File: src/rtl/vector_elem_sequencer_if.sv
// vector_elem_sequencer_if: decode-side control and lane-side group outputs of the element sequencer.
interface vector_elem_sequencer_if #(
   parameter int NUM_LANES = 2,
   parameter int VL_WIDTH  = 8
);
   logic                          start, stall, flush, trap;
   logic                          busy, valid, last, done;
   logic [VL_WIDTH-1:0]           vl, vstart, exc_vstart;
   logic [NUM_LANES*VL_WIDTH-1:0] offset;
   logic [NUM_LANES-1:0]          lane_active;
   modport master (
      output start, vl, vstart, stall, flush, trap,
      input  busy, valid, offset, lane_active, last, done, exc_vstart
   );
   modport slave (
      input  start, vl, vstart, stall, flush, trap,
      output busy, valid, offset, lane_active, last, done, exc_vstart
   );
endinterface

File: src/rtl/vector_elem_sequencer.sv
// vector_elem_sequencer: walks element indices NUM_LANES per cycle with lane masks, stall/flush/trap.
// VSEQ_VSTART_EN enables a non-zero vstart and trap capture into exc_vstart.
module vector_elem_sequencer #(
   parameter int NUM_LANES = 2,
   parameter int VL_WIDTH  = 8
) (
   input logic                    CLK,
   input logic                    nRST,
   vector_elem_sequencer_if.slave bus
);
   typedef enum logic {IDLE, RUN} state_t;
   state_t              state;
   logic [VL_WIDTH:0]   base, next_base;
   logic [VL_WIDTH-1:0] vl_q, vs;
   logic                run, done_q;
   assign run       = state == RUN;
   assign next_base = base + (VL_WIDTH+1)'(NUM_LANES);
`ifdef VSEQ_VSTART_EN
   logic [VL_WIDTH-1:0] exc_q;
   assign vs             = bus.vstart;
   assign bus.exc_vstart = exc_q;
   always_ff @(posedge CLK or negedge nRST)
      if (!nRST) exc_q <= '0;
      else if (run && bus.trap && !bus.flush) exc_q <= base[VL_WIDTH-1:0];
`else
   assign vs             = '0;
   assign bus.exc_vstart = '0;
`endif
   always_ff @(posedge CLK or negedge nRST) begin
      if (!nRST) begin
         state  <= IDLE;
         base   <= '0;
         vl_q   <= '0;
         done_q <= 1'b0;
      end else begin
         done_q <= 1'b0;
         if (bus.flush) state <= IDLE;
         else if (!run) begin
            if (bus.start) begin
               vl_q <= bus.vl;
               base <= {1'b0, vs};
               if (vs < bus.vl) state <= RUN;
               else done_q <= 1'b1;
            end
         end else if (bus.trap) state <= IDLE;
         else if (!bus.stall) begin
            base <= next_base;
            if (next_base >= {1'b0, vl_q}) begin
               state  <= IDLE;
               done_q <= 1'b1;
            end
         end
      end
   end
   assign bus.busy  = run;
   assign bus.valid = run;
   assign bus.done  = done_q;
   assign bus.last  = run && next_base >= {1'b0, vl_q};
   for (genvar i = 0; i < NUM_LANES; i++) begin : g_lane
      logic [VL_WIDTH:0] idx;
      assign idx                                = base + (VL_WIDTH+1)'(i);
      assign bus.offset[i*VL_WIDTH +: VL_WIDTH] = run ? idx[VL_WIDTH-1:0] : '0;
      assign bus.lane_active[i]                 = run && idx < {1'b0, vl_q};
   end
endmodule
File: src/flat_wrapper.sv
// flat-port wrapper written by rule: the top's interface ports become plain ports
module vector_elem_sequencer_flat 
#(
   parameter int NUM_LANES = 2,
   parameter int VL_WIDTH  = 8
)
  (CLK, nRST, bus_start, bus_vl, bus_vstart, bus_stall, bus_flush, bus_trap, bus_busy, bus_valid, bus_offset, bus_lane_active, bus_last, bus_done, bus_exc_vstart);
  vector_elem_sequencer_if #(.NUM_LANES(NUM_LANES), .VL_WIDTH(VL_WIDTH)) bus_i ();
  input logic CLK;
  input logic nRST;
  input wire logic [$bits(bus_i.start)-1:0] bus_start;
  input wire logic [$bits(bus_i.vl)-1:0] bus_vl;
  input wire logic [$bits(bus_i.vstart)-1:0] bus_vstart;
  input wire logic [$bits(bus_i.stall)-1:0] bus_stall;
  input wire logic [$bits(bus_i.flush)-1:0] bus_flush;
  input wire logic [$bits(bus_i.trap)-1:0] bus_trap;
  output wire logic [$bits(bus_i.busy)-1:0] bus_busy;
  output wire logic [$bits(bus_i.valid)-1:0] bus_valid;
  output wire logic [$bits(bus_i.offset)-1:0] bus_offset;
  output wire logic [$bits(bus_i.lane_active)-1:0] bus_lane_active;
  output wire logic [$bits(bus_i.last)-1:0] bus_last;
  output wire logic [$bits(bus_i.done)-1:0] bus_done;
  output wire logic [$bits(bus_i.exc_vstart)-1:0] bus_exc_vstart;
  assign bus_i.start = bus_start;
  assign bus_i.vl = bus_vl;
  assign bus_i.vstart = bus_vstart;
  assign bus_i.stall = bus_stall;
  assign bus_i.flush = bus_flush;
  assign bus_i.trap = bus_trap;
  assign bus_busy = bus_i.busy;
  assign bus_valid = bus_i.valid;
  assign bus_offset = bus_i.offset;
  assign bus_lane_active = bus_i.lane_active;
  assign bus_last = bus_i.last;
  assign bus_done = bus_i.done;
  assign bus_exc_vstart = bus_i.exc_vstart;
  vector_elem_sequencer #(.NUM_LANES(NUM_LANES), .VL_WIDTH(VL_WIDTH)) u_core (.CLK(CLK), .nRST(nRST), .bus(bus_i));
endmodule
File: config.mk
export PLATFORM = sky130hd
export DESIGN_NAME = vector_elem_sequencer_flat
export DESIGN_NICKNAME = d
export VERILOG_FILES = /design/src/rtl/vector_elem_sequencer_if.sv /design/src/rtl/vector_elem_sequencer.sv /design/src/flat_wrapper.sv
export SDC_FILE = /design/constraint.sdc
export NUM_CORES = 1
export LEC_CHECK = 0
export ABC_AREA = 1
export ABC_CLOCK_PERIOD_IN_PS = 2500
export CORE_MARGIN = 2
export CORE_UTILIZATION = 42
export CTS_CLUSTER_SIZE = 16
export DETAILED_ROUTE_END_ITERATION = 16
export PLACE_DENSITY = 0.77
export SETUP_SLACK_MARGIN = 0.15
export SLEW_MARGIN = 20
export SYNTH_ARGS = -nofsm -noshare
export SYNTH_HDL_FRONTEND = slang
export SYNTH_SLANG_ARGS = --single-unit
File: constraint.sdc
create_clock -name CLK -period 2.5 [get_ports CLK]
set_input_delay 0.5 -clock CLK [delete_from_list [all_inputs] [get_ports CLK]]
set_output_delay 0.5 -clock CLK [all_outputs]
set_load 0.03 [all_outputs]
After elaboration in Yosys (flattened, before gate mapping)
Cells that the tools add are included.
Storage, ports and cells
  register bits after elaboration: 19
  input port bits: 22
  output and inout port bits: 30
  word-level logic and storage cells: 40
Operators by class
  $add $sub $neg: 2
  magnitude comparators: 4
  eq/ne operators: 2
  muxes and demuxes: 20
  bitwise gates (word level): 2
  reductions and logical operators: 6
Operator list (number)
  9-bit 2-to-1 mux: 4
  9-bit by 8-bit < comparator with 1-bit output: 2
  8-bit 2-to-1 mux: 2
  1-bit 2-to-1 mux: 14
  9-bit by 1-bit adder with 9-bit output (second input constant): 1
  9-bit by 2-bit adder with 9-bit output (second input constant): 1
  9-bit by 8-bit greater-or-equal comparator with 1-bit output: 1
  1-bit by 8-bit < comparator with 1-bit output (first input constant): 1
  2-bit != test (second input constant): 2
  4-bit AND reduction: 1
  1-bit logical AND: 3
  3-bit AND reduction: 1
  1-bit NOT: 2
  2-bit nonzero test: 1

Longest topological paths before layout
  depth after elaboration: 7
  mapped depth: 15
  gate-level depth less buffers: 15

Worst setup path after synthesis
OpenSTA, ideal clock, no wires.
  kind: reg2out
  start point: register u_core.base[1]
  end point: output bus_last
  arrival time: 2.022 ns
  path slack: -0.022 ns
  stages on the path, launching flop included: 14
  cells stage by stage: dfrtp_1 > ha_1 > nand2_1 > inv_2 > nand4_1 > xor2_1 > inv_1 > ha_1 > nand3_1 > nor3_1 > nor2_1 > nand3_2 > nand2_1 > inv_1
Between the ends
  cells in the longest elaborated chain, start to end: 3
Ends and longest elaborated chain
  start: declaration: RTL line vector_elem_sequencer.sv:13  | logic [VL_WIDTH:0] base, next_base;
  start signal: assignment: RTL line vector_elem_sequencer.sv:41  | base <= {1'b0, vs};
  start signal: assignment: RTL line vector_elem_sequencer.sv:47  | base <= next_base;
  9-bit by 2-bit adder with 9-bit output: RTL line vector_elem_sequencer.sv:17  | assign next_base = base + (VL_WIDTH+1)'(NUM_LANES);
  9-bit by 8-bit greater-or-equal comparator with 1-bit output: RTL line vector_elem_sequencer.sv:58  | assign bus.last = run && next_base >= {1'b0, vl_q};
  1-bit logical AND: RTL line vector_elem_sequencer.sv:58
  end: declaration: RTL line flat_wrapper.sv:21  | output wire logic [$bits(bus_i.last)-1:0] bus_last;
Every way passes these cells.

Final worst setup path
Ends and elaborated chain as after synthesis.

==> metrics.txt <==
status finished with violations; failing checks negative setup slack; TritonCTS clock tree done; largest net degree at the start of global routing 17; Initial DRT Pass Iterations 4; Synth Register Bits 18; GRT Overall Usage 17.0%; worst hold margin 495 ps; initial antenna violation count 0; gpl congestion 0.792; worst slew pin tran 561 ps; routed vias 1442; Critical Path Most Common Cell nand3_2; Worst Hold Class reg -> reg; FF-to-FF Start u_core.base[1]$_DFFE_PN0P_; Pint 637 uW; cell leakage power 0.00121 uW; # H-tree levels 1; critical path arrival 2250 ps; Post-Place Cells 306; Synth Instances 223; mapped cell area 0.00158 mm2; FMAX 364 MHz; maximum fanout along the worst path 4; worst setup margin -251 ps; clk sink count 18; sw power 388 uW; GR peak layer met2; Layout area overhead 35.7%; max incr delay on CP 450 ps; sw frac 37.8%; Clock power frac 24.2%; post-synthesis sequential area ratio 28.4%; fill cell count 334; final cell count without fillers 314; Finished Cell Area 0.00215 mm2; post-route clock period utilization 110%; first-pass GRT wire length 5690 um; Worst path slowest cell dfrtp_2; Iter 0 DRT Violations 41; Num CTS Buffers 3; Cell Rows 22; die width 65.4 um; share of layout cells above drive strength 1 18.0%; CP startpoint kind flip-flop; vias in the first global route 1359; Max-Cap Viols 0; clock tree buffer depth 2; Crit. End Element output port; met1 Use GR 19.5%; yosys warns 0; Slew headroom 62.5%; Root Driver clkbuf_8; Initial Util 43.6%; Congestion Overflow GR 0; min cycle time layout 2750 ps; Skew-Pair Late Insertion Delay 260 ps; Worst Path Class, Setup reg -> out; Synth Area per Inst 7.10 um2; most frequent cells in the layout nand2_1 (47), inv_1 (45), clkdlybuf4s50_1 (31); Final Total Pwr 1030 uW; HPWL Detailed 2700 um; met3 usage 2.91%; Cell Chain, Critical Path ha_4 > nand2_2 > buf_4 > o21ai_0 > o21ai_1 > inv_1 > ha_1 > nand3_2 > nor3_2 > nor2_2 > nand3_2 > nand2_1 > inv_2 > buf_6; I/O pin total 52; part of the power in registers 34.6%; Worst-path clk slew 70 ps; clk_skew 2.57 ps; DRC 0; number of buffers added on ports 34; Final setup viols 1; Pwr Density 477 mW/mm2; combinational power share 41.2%; nets@finish 309; die area 0.00428 mm2; Critical Path Source u_core.base[1]$_DFFE_PN0P_; Placement Cell Area 0.00199 mm2; DIE HEIGHT 65.4 um; WL/cell 11.0 um; Max VDD drop 259 uV; Fin. Hold Viols 0; core area 0.00363 mm2; RSZ-0062 raised after global routing yes; HP Start u_core.vl_q[7]$_DFFE_PN0P_; post-route ant nets 0; Max Slew Vio Count 0; Req. time, crit path 2000 ps; drt via density 4.59; WL final 3450 um; met2 track demand over resource 31.9%; most common cell after layout, fill and taps aside nand2_1; # diodes 0; Yosys cell types 26
==> power groups by stage <==
stage	registers, uW	logic [uW]	clock network (uW)
6_report	355	423	248
5_1_grt	360	475	264
4_1_cts	354	402	254
3_5_place_dp	360	385	0
3_3_place_gp	357	375	0
2_1_floorplan	357	275	0
==> sequential cells by signal, summed over array words and instances, names as in the netlist <==
| name | flops |
|---|---|
| u_core.base | 8 |
| u_core.vl_q | 8 |
| u_core.bus.busy | 1 |
| u_core.bus.done | 1 |
==> timing repair <==
item,CTS,global route
pin swaps,0,1
hold buffers,0,0
buffers inserted,2,2
setup endpoints to repair,1,17
gates resized for setup,6,7
==> cells by family (layout without fill, tap and decap cells) <==
| logic type | Yosys count | count (layout) | share of synthesized area (%) |
|---|---|---|---|
| buffers and inverters | 68 | 103 | 19.0 |
| other | 1 | 9 | 0.237 |
| DFF | 18 | 18 | 28.4 |
| AOI/OAI and AO/OA | 33 | 33 | 12.3 |
| xor gates and xnor gates | 3 | 3 | 1.66 |
| adders and majority gates | 20 | 20 | 15.8 |
| and+or+nand+nor | 80 | 80 | 22.6 |
==> layout make-up <==
class                      instances  area, um2  area share (%)
clock buffer                       4       55.1            2.56
sequential                        18        454            21.1
multi-input combinational        145        945            43.9
inverter                          51        194            9.02
tap                               48       60.1            2.79
timing repair buffer              48        442            20.5
==> final timing paths <==
kind	endpoint	slack (ps)	cells after the start
min	u_core.vl_q[7]$_DFFE_PN0P_	490	2
min in group asynchronous	u_core.bus.done$_DFF_PN0_	600	1
max	bus_last	-250	14
max reg2reg	u_core.bus.done$_DFF_PN0_	370	14
max in group asynchronous	u_core.vl_q[6]$_DFFE_PN0P_	1380	2
min reg2reg	u_core.vl_q[7]$_DFFE_PN0P_	490	2
==> per-stage QoR <==
step / TNS [ps] / worst slack (ps) / util [%]
2_1_floorplan: 0 / 154 / -
3_3_place_gp: 0 / 33.3 / 54.8
3_5_place_dp: -48.9 / -48.9 / 54.8
4_1_cts: -252 / -252 / 57.6
5_1_grt: -383 / -383 / 59.2
6_report: -251 / -251 / 59.2
==> synth_stat cells (all sizes together) <==
library cell | instances | share of area, %
conb | 1 | 0.24
o21ai | 18 | 6.4
o2111ai | 2 | 1.1
a21oi | 9 | 2.8
nor3b | 1 | 0.47
o22ai | 3 | 1.2
nand4 | 4 | 1.6
o31ai | 1 | 0.79
dfrtp | 18 | 28
ha | 20 | 16
nor2 | 17 | 5.0
buf | 12 | 5.5
nand3 | 8 | 3.2
clkbuf | 5 | 1.2
nand2 | 49 | 12
inv | 51 | 12
nor3 | 1 | 0.32
xor2 | 3 | 1.7
==> per-layer routing <==
layer | share of wire (%) | routed length, um
met4 | 0.84 | 29
met5 | 0 | 0
met3 | 4.5 | 154
met2 | 52 | 1800
met1 | 42 | 1460
==> worst max-delay path, delay by kind of cell (launching register included) <==
kind / cells / cell delay [ps]
AND/OR/NAND/NOR: 6 / 490
adder cells (fa/ha/maj): 2 / 470
flip-flops: 1 / 450
buffers and inverters: 4 / 360
AO/OA/AOI/OAI: 2 / 220
No activity file was read; power rests on OpenSTA's default activity.
